==> src/rtl/fb_bram_arbiter.sv <==
// fb_bram_arbiter: shares one frame-buffer BRAM port between the display
// scan-out reader and the overlay writer. Reads own the port during active
// video, writes win during vertical blanking, and a starvation counter
// force-grants a waiting write during active video.
// Optional build macro ARB_STATS_EN adds per-frame read/stall statistics.
module fb_bram_arbiter #(
  parameter int unsigned ADDR_W       = 18,
  parameter int unsigned DATA_W       = 16,
  parameter int unsigned STARVE_LIMIT = 8
) (
  input  logic              CLK,
  input  logic              nRESET,
  input  logic              Vsync,
  input  logic              rd_req,
  input  logic [ADDR_W-1:0] rd_addr,
  output logic              rd_gnt,
  output logic [DATA_W-1:0] rd_data,
  output logic              rd_valid,
  input  logic              wr_req,
  input  logic [ADDR_W-1:0] wr_addr,
  input  logic [DATA_W-1:0] wr_data,
  output logic              wr_gnt,
  output logic              bram_en,
  output logic              bram_we,
  output logic [ADDR_W-1:0] bram_addr,
  output logic [DATA_W-1:0] bram_wdata,
  input  logic [DATA_W-1:0] bram_rdata
`ifdef ARB_STATS_EN
  ,
  output logic [23:0]       stat_rd_cnt,
  output logic [7:0]        stat_stall_max
`endif
);

  localparam int unsigned CNT_W = 8;
  localparam logic [CNT_W-1:0] LIMIT = CNT_W'(STARVE_LIMIT);

  typedef enum logic {
    ST_ACTIVE = 1'b0,
    ST_VBLANK = 1'b1
  } state_e;

  state_e             state_q, state_d;
  logic               vs_q;
  logic [CNT_W-1:0]   starve_q, starve_d;
  logic               vs_fall, vs_rise;
  logic               force_wr;
  logic               rd_gnt_raw, wr_gnt_raw;
  logic               rd_xfer, wr_xfer;
  logic               enter_vblank;

  logic               bram_en_q, bram_we_q;
  logic [ADDR_W-1:0]  bram_addr_q;
  logic [DATA_W-1:0]  bram_wdata_q;
  logic               rd_pend_q, rd_valid_q;
  logic [DATA_W-1:0]  rd_hold_q;

  assign vs_fall = vs_q & ~Vsync;
  assign vs_rise = ~vs_q & Vsync;

  // State, sync history and starvation counter registers
  always_ff @(posedge CLK or negedge nRESET) begin
    if (!nRESET) begin
      state_q  <= ST_ACTIVE;
      vs_q     <= 1'b0;
      starve_q <= '0;
    end else begin
      state_q  <= state_d;
      vs_q     <= Vsync;
      starve_q <= starve_d;
    end
  end

  // Arbitration, next state and starvation counter update
  always_comb begin
    state_d      = state_q;
    starve_d     = starve_q;
    force_wr     = 1'b0;
    rd_gnt_raw   = 1'b0;
    wr_gnt_raw   = 1'b0;
    enter_vblank = 1'b0;
    case (state_q)
      ST_ACTIVE: begin
        force_wr   = (starve_q == LIMIT);
        rd_gnt_raw = rd_req & ~force_wr;
        wr_gnt_raw = wr_req & (~rd_req | force_wr);
        if (wr_gnt_raw) begin
          starve_d = '0;
        end else if (wr_req && (starve_q != LIMIT)) begin
          starve_d = starve_q + CNT_W'(1);
        end
        if (vs_fall) begin
          state_d      = ST_VBLANK;
          enter_vblank = 1'b1;
          starve_d     = '0;
        end
      end
      ST_VBLANK: begin
        wr_gnt_raw = wr_req;
        rd_gnt_raw = rd_req & ~wr_req;
        if (wr_gnt_raw) begin
          starve_d = '0;
        end
        if (vs_rise) begin
          state_d = ST_ACTIVE;
        end
      end
      default: begin
        state_d = ST_ACTIVE;
      end
    endcase
  end

  // Grants are held low while reset is asserted so every output reads 0
  assign rd_gnt  = rd_gnt_raw & nRESET;
  assign wr_gnt  = wr_gnt_raw & nRESET;
  assign rd_xfer = rd_req & rd_gnt;
  assign wr_xfer = wr_req & wr_gnt;

  // BRAM port registers: one cycle after each transfer; addr/wdata hold when idle
  always_ff @(posedge CLK or negedge nRESET) begin
    if (!nRESET) begin
      bram_en_q    <= 1'b0;
      bram_we_q    <= 1'b0;
      bram_addr_q  <= '0;
      bram_wdata_q <= '0;
    end else begin
      bram_en_q <= rd_xfer | wr_xfer;
      bram_we_q <= wr_xfer;
      if (rd_xfer) begin
        bram_addr_q <= rd_addr;
      end else if (wr_xfer) begin
        bram_addr_q  <= wr_addr;
        bram_wdata_q <= wr_data;
      end
    end
  end

  // Read return pipeline: valid two cycles after the transfer, data held between pulses
  always_ff @(posedge CLK or negedge nRESET) begin
    if (!nRESET) begin
      rd_pend_q  <= 1'b0;
      rd_valid_q <= 1'b0;
      rd_hold_q  <= '0;
    end else begin
      rd_pend_q  <= rd_xfer;
      rd_valid_q <= rd_pend_q;
      if (rd_valid_q) begin
        rd_hold_q <= bram_rdata;
      end
    end
  end

  // BRAM read data arrives in the valid cycle itself, so pass it through then
  assign rd_data    = rd_valid_q ? bram_rdata : rd_hold_q;
  assign rd_valid   = rd_valid_q;
  assign bram_en    = bram_en_q;
  assign bram_we    = bram_we_q;
  assign bram_addr  = bram_addr_q;
  assign bram_wdata = bram_wdata_q;

`ifdef ARB_STATS_EN
  logic [23:0]      rd_run_q, rd_run_d;
  logic [CNT_W-1:0] stall_run_q, stall_run_d;
  logic [23:0]      stat_rd_q;
  logic [CNT_W-1:0] stat_stall_q;

  // Running frame counters including this cycle's activity, saturating
  always_comb begin
    rd_run_d    = rd_run_q;
    stall_run_d = stall_run_q;
    if (rd_xfer && (rd_run_q != '1)) begin
      rd_run_d = rd_run_q + 24'd1;
    end
    if (starve_q > stall_run_q) begin
      stall_run_d = starve_q;
    end
  end

  // Latch statistics at the start of vertical blanking, then restart counting
  always_ff @(posedge CLK or negedge nRESET) begin
    if (!nRESET) begin
      rd_run_q     <= '0;
      stall_run_q  <= '0;
      stat_rd_q    <= '0;
      stat_stall_q <= '0;
    end else if (enter_vblank) begin
      stat_rd_q    <= rd_run_d;
      stat_stall_q <= stall_run_d;
      rd_run_q     <= '0;
      stall_run_q  <= '0;
    end else begin
      rd_run_q    <= rd_run_d;
      stall_run_q <= stall_run_d;
    end
  end

  assign stat_rd_cnt    = stat_rd_q;
  assign stat_stall_max = stat_stall_q;
`endif

endmodule

==> config.mk <==
export PLATFORM = sky130hd
export DESIGN_NAME = fb_bram_arbiter
export DESIGN_NICKNAME = d
export VERILOG_FILES = /design/src/rtl/fb_bram_arbiter.sv
export SDC_FILE = /design/constraint.sdc
export NUM_CORES = 1
export LEC_CHECK = 0
export CELL_PAD_IN_SITES_DETAIL_PLACEMENT = 1
export CELL_PAD_IN_SITES_GLOBAL_PLACEMENT = 2
export CORE_ASPECT_RATIO = 1.4
export CORE_MARGIN = 3
export CORE_UTILIZATION = 25
export DETAILED_ROUTE_END_ITERATION = 10
export GPL_TIMING_DRIVEN = 0
export PLACE_DENSITY = 0.85
export REMOVE_ABC_BUFFERS = 1
export SYNTH_ARGS = -nofsm -noshare
export SYNTH_HDL_FRONTEND = slang
export SYNTH_SLANG_ARGS = --single-unit
==> constraint.sdc <==
create_clock -name CLK -period 2.35 [get_ports CLK]
set_clock_uncertainty 0.2 [all_clocks]
set_input_delay 0.3525 -clock CLK [delete_from_list [all_inputs] [get_ports CLK]]
set_output_delay 0.3525 -clock CLK [all_outputs]
set_load 0.02 [all_outputs]
After elaboration in Yosys (flattened, before gate mapping)
Cells that the tools add are included.

word-level totals
  input bits = 73
  flip-flop bits (word level) = 64
  word-level logic and storage cells = 50

cells by class
  equal/unequal tests = 4
  multiplexer cells = 13
  add/subtract/negate cells = 1
  bitwise operators = 18
  reduce and logical (&&, ||, !) cells = 4

operators with widths
  operator                                                                number
  18-bit two-way mux                                                      2
  8-bit two-way mux                                                       4
  16-bit two-way mux                                                      1
  8-bit case mux with 2 select lines                                      1
  1-bit bitwise AND                                                       9
  8-bit by 1-bit adder with 8-bit output (second input constant)          1
  8-bit by 4-bit equality test with 1-bit output (second input constant)  1
  8-bit by 4-bit != test with 1-bit output (second input constant)        1
  1-bit inverter                                                          7
  1-bit case mux with 2 select lines                                      3
  4-bit != test (second input constant)                                   1
  2-bit AND reduction                                                     2
  1-bit two-way mux                                                       2
  2-bit != test (second input constant)                                   1
  1-bit bitwise OR                                                        2
  2-bit nonzero test                                                      1
  1-bit logical AND                                                       1

Depth between registers and ports, before layout
  depth in word-level cells = 8
  depth in mapped cells = 8

Worst setup path after synthesis
OpenSTA, ideal clock, no wires.

  path type = register to register
  start = reg starve_q[0]
  end = reg bram_wdata_q[10], in the netlist bram_wdata[10]
  path slack = 0.259 ns
  setup time = 0.125 ns
  stages on the path, launching flop included = 9
  arrival time = 1.766 ns
  path buffers = 2
  clock period less this slack = 2.091 ns
  data required time = 2.025 ns
  cell sequence = dfrtp_1 > inv_1 > ha_1 > nor4b_2 > a211o_1 > and3_1 > buf_6 > buf_6 > mux2_4

between the ends
  cells in the longest elaborated chain, start to end = 8
  elaborated cells between the ends (all ways) = 13
  classes of those cells = 1 x eq/ne; 2 x mux; 9 x bitwise; 1 x reduce/logical

RTL lines
  element                                           RTL line  RTL
  start, declared                                   45        logic [CNT_W-1:0] starve_q, starve_d;
  start signal, assigned                            70        starve_q <= starve_d;
  8-bit by 4-bit equality test with 1-bit output *  84        force_wr = (starve_q == LIMIT);
  1-bit inverter                                    85        rd_gnt_raw = rd_req & ~force_wr;
  1-bit bitwise AND                                 85
  1-bit case mux with 2 select lines                82        case (state_q)
  1-bit bitwise AND                                 115       assign rd_gnt = rd_gnt_raw & nRESET;
  1-bit bitwise AND                                 117       assign rd_xfer = rd_req & rd_gnt;
  1-bit inverter (no source line)                   -
  2-bit AND reduction (no source line) *            -
  end signal, assigned                              134       bram_wdata_q <= wr_data;
  end, declared                                     54        logic [DATA_W-1:0] bram_wdata_q;

Mark *: on every way between the ends. The rest lies on a longest branch, timed or not.
A chain may end at the register's enable or synchronous reset.

Worst setup path in the final report
  start = reg starve_q[0]
  end = out wr_gnt

between the ends
  cells in the longest elaborated chain, start to end = 5

RTL lines
  element                                         RTL line  RTL
  8-bit by 4-bit equality test with 1-bit output  84
  1-bit bitwise OR                                86        wr_gnt_raw = wr_req & (~rd_req | force_wr);
  1-bit bitwise AND                               86
  1-bit case mux with 2 select lines              82
  1-bit bitwise AND                               116       assign wr_gnt = wr_gnt_raw & nRESET;
  end, declared                                   22        output logic wr_gnt,

No other way between the ends.

==> Implementation_results.wiki <==
{| class="wikitable"
! Metric !! Value
|-
| Layout cells sized above 1 || 18.3%
|-
| Total Negative Setup Slacks || 0 ns
|-
| Final count of negative-setup-slack endpoints || 0
|-
| Crit. End Element || output port
|-
| Cell at the root of the clock tree || clkbuf_16
|-
| Count of nets left with antenna violations after detail routing || 0
|-
| Utilization of the core after routing || between 40 and 50%
|-
| Worst Path Arrival || 1.78 ns
|-
| RSZ-0062 raised after global routing || yes
|-
| Slack of the worst reg-to-reg path || ~0.090 ns
|-
| Final critical-path required period || 2.33 ns
|-
| Critical Path Max Stage Delay || 0.38 ns
|-
| Final worst setup slack || 0.0211 ns
|-
| Number of cell rows || 45
|-
| Crit path cell chain || inv_1, ha_2, nor4b_4, a211o_4, and3_4, buf_6
|-
| Effective utilization at floorplan || about a quarter
|-
| Clock slew at the register clock pins of the worst setup and hold paths || 0.05 ns
|-
| Async SR Flop Fraction || 100%
|-
| GRT overflow || 0
|-
| # Max-Cap Violations || 0
|-
| Worst slew margin || between 60% and 70%
|-
| Count of cells along the worst register-to-register path || 7
|-
| DRC marker count from the first detailed-route iteration || 70
|-
| IO buf count || 127
|-
| Largest net degree at the start of global routing || between 50 and 60
|-
| Via/cell ratio || 4.71
|-
| Dpl cells || between 400 and 500
|-
| Height of the chip || around 130 µm
|-
| Routability Congestion || 0.739
|-
| Synthesized area divided by synthesized cell count || 11.7 µm²
|-
| Highest net fanout along the worst path || 3
|-
| Number of instances in the synthesized netlist || 241
|-
| Depth of the CTS H-tree || 3
|-
| Number of global-route vias before repair || between 2000 and 3000
|-
| Worst flop-to-flop path endpoint || bram_wdata[13]
|-
| Dominant register cell in the synthesized netlist || dfrtp_1
|-
| Crit start category || flip-flop
|-
| Cell family with most CP delay || simple AND/OR/NAND/NOR gates
|-
| Full die area || 12600 µm²
|-
| Post-Layout Inst Area || 4680 µm²
|-
| Leakage power of the design || roughly 0.0020 µW
|-
| Fin. Hold Viols || 0
|-
| Wire length of the first global-routing pass || ~15000 µm
|-
| Flip-flop and latch count after synthesis || between 60 and 70
|-
| Width of the die || ~96 µm
|-
| Number of diodes || 0
|-
| Source-to-sink clock delay at the later pin of the worst-skew pair || 0.33 ns
|-
| Core area || around 11000 µm²
|-
| Post-route fraction of the period consumed by the critical path || 99.1%
|-
| Remaining design rule violation count || 0
|-
| Clock tree from TritonCTS || yes
|-
| Post-detailed-routing wire length || 9450 µm
|-
| Number of placed I/O pins || between 100 and 150
|-
| Required @ worst endpoint || 1.80 ns
|-
| Hold WC Path Type || input pin to async pin
|-
| Number of warnings issued by yosys || 0
|-
| Total routing resource utilization after global routing || 16.0%
|-
| Number of buffers inserted during clock tree synthesis || 9
|-
| Max-slew violation total from the final report || 0
|-
| Iteration count of the initial detailed-routing pass || 4
|-
| Clock net sink count || 64
|-
| Number of buffer and inverter instances along the worst setup path || 2
|-
| Critical Setup Path Class || flip-flop to output port
|-
| Initial antenna violation count || 0
|-
| Areal power density over the cells || 788 nW/µm²
|-
| Peak clock frequency supported by timing || 0.429 GHz
|-
| Final nets || 453
|-
| Status || complete, no violations
|-
| Placed Area || 4210 µm²
|-
| Max Root-Sink Buffers || 2
|-
| Number of vias in the routed layout || 2464
|-
| Non-filler cells in the finished layout || between 500 and 600
|-
| Startpoint of the worst register-to-register path || starve_q[0]
|-
| Sequential fraction of the synthesis area || 56.8%
|-
| Synthesis-to-finish area growth || 66.2%
|-
| Average wire per standard cell || 18.1 µm
|-
| Detailed placement HPWL || 6060 µm
|-
| Commonest cells after routing, fill and taps aside || 107 x clkdlybuf4s50_1, 63 x dfrtp_1, 40 x nand2_1
|-
| Standard cell with the maximum stage delay on the critical path || dfrtp_1
|-
| Peak supply drop || 0.000335 V
|-
| Post-Syn Area || 2820 µm²
|-
| Transition time at the pin with the least slew margin || 0.595 ns
|-
| Synth unique cells || 30
|-
| Setup slack after placement || -1.61 ns
|-
| Count of flip-flops with a built-in enable after synthesis || 0
|-
| Most frequent standard cell in the layout excluding fill and tap cells || clkdlybuf4s50_1
|}
==> per-stage QoR <==
step                hold slack, ns  power, µW
detailed placement          0.0231       2420
global placement             0.132       2390
floorplan                   -0.143       1830
global route                0.0404       3900
CTS                         0.0223       3760
finish                     0.00818       3690
==> worst max-delay path by stage <==
stage	from	to	depth (start not counted)
floorplan	starve_q[0]	bram_wdata[0]	6
global placement	nRESET	wr_gnt	3
detailed placement	starve_q[0]	wr_gnt	6
CTS	starve_q[0]	wr_gnt	6
global route	starve_q[1]	wr_gnt	6
finish	starve_q[0]	wr_gnt	6
==> where the power goes <==
part	total, µW	switching (µW)	internal, µW	leakage [µW]
Combinational	1050	509	540	0.00106
Clock	1290	472	814	0.000135
Sequential	1360	82.4	1280	0.000781
==> state kept, by name, indices dropped and copies added (netlist names) <==
name	cells
rd_pend_q	1
state_q	1
bram_we	1
starve_q	8
bram_addr	18
rd_hold_q	16
rd_valid	1
bram_en	1
bram_wdata	16
vs_q	1
==> cells in the mapped netlist, types with 2 or more instances <==
cell type	instances	area share (%)
a211o_1	2	0.62
a21oi_1	3	0.53
and3_1	4	0.89
buf_2	4	0.71
buf_6	2	0.80
clkbuf_1	11	1.5
dfrtp_1	64	57
ha_1	2	0.89
inv_1	7	0.93
inv_2	2	0.27
mux2_1	6	2.4
mux2_2	16	6.4
mux2_4	10	5.3
nand2_1	40	5.3
nand3_1	2	0.36
nand4_1	18	4.0
nor2_1	6	0.80
o2111ai_1	3	0.93
o211ai_1	20	5.3
o21ai_0	5	0.89
xor2_1	5	1.6
==> metal layers <==
layer  vias up  global-route usage (%)  routed length, µm
met5         -                       0                  0
met3        19                    3.89                440
met2        74                    27.5               5020
met4         0                    6.80                259
met1      1234                    18.3               3730
li1       1137                       -                  -
==> worst reg2reg max path, delay by kind of cell, from the launching register on <==
family | cells | cell delay [ns]
AND/OR/NAND/NOR | 2 | 0.50
adder cells (fa/ha/maj) | 1 | 0.18
AO/OA/AOI/OAI | 1 | 0.20
multiplexers | 1 | 0.38
buffers and inverters | 2 | 0.29
flip-flops | 1 | 0.38
==> repair_timing <==
action                                  CTS  global route
resized for setup                        39             6
buffers inserted                          9             1
endpoints found under the setup margin   60            36
cloned                                    3             0
hold endpoints to repair                 12             0
pin swaps                                 3             2
hold buffers                              2             0
==> logic make-up (layout without fill, tap and decap cells) <==
kind of cell               Yosys count  after routing  share of synthesized area, %
and+or+nand+nor                     78             79                          13.9
DFF                                 64             64                          56.8
adders and majority gates            2              2                         0.888
muxes                               32             32                          14.1
xor gates and xnor gates             5              5                          1.55
buffers and inverters               26            164                          4.17
AOI/OAI and AO/OA                   34             36                          8.57
==> cell type report <==
| cell class | instances | area [µm²] |
|---|---|---|
| tap | 141 | 176 |
| clock inverter | 5 | 58.8 |
| inverter | 9 | 33.8 |
| fill | 1201 | 6240 |
| sequential | 64 | 1610 |
| clock buffer | 10 | 229 |
| multi-input combinational | 154 | 1180 |
| timing repair buffer | 140 | 1400 |
No activity file was read; power rests on OpenSTA's default activity.
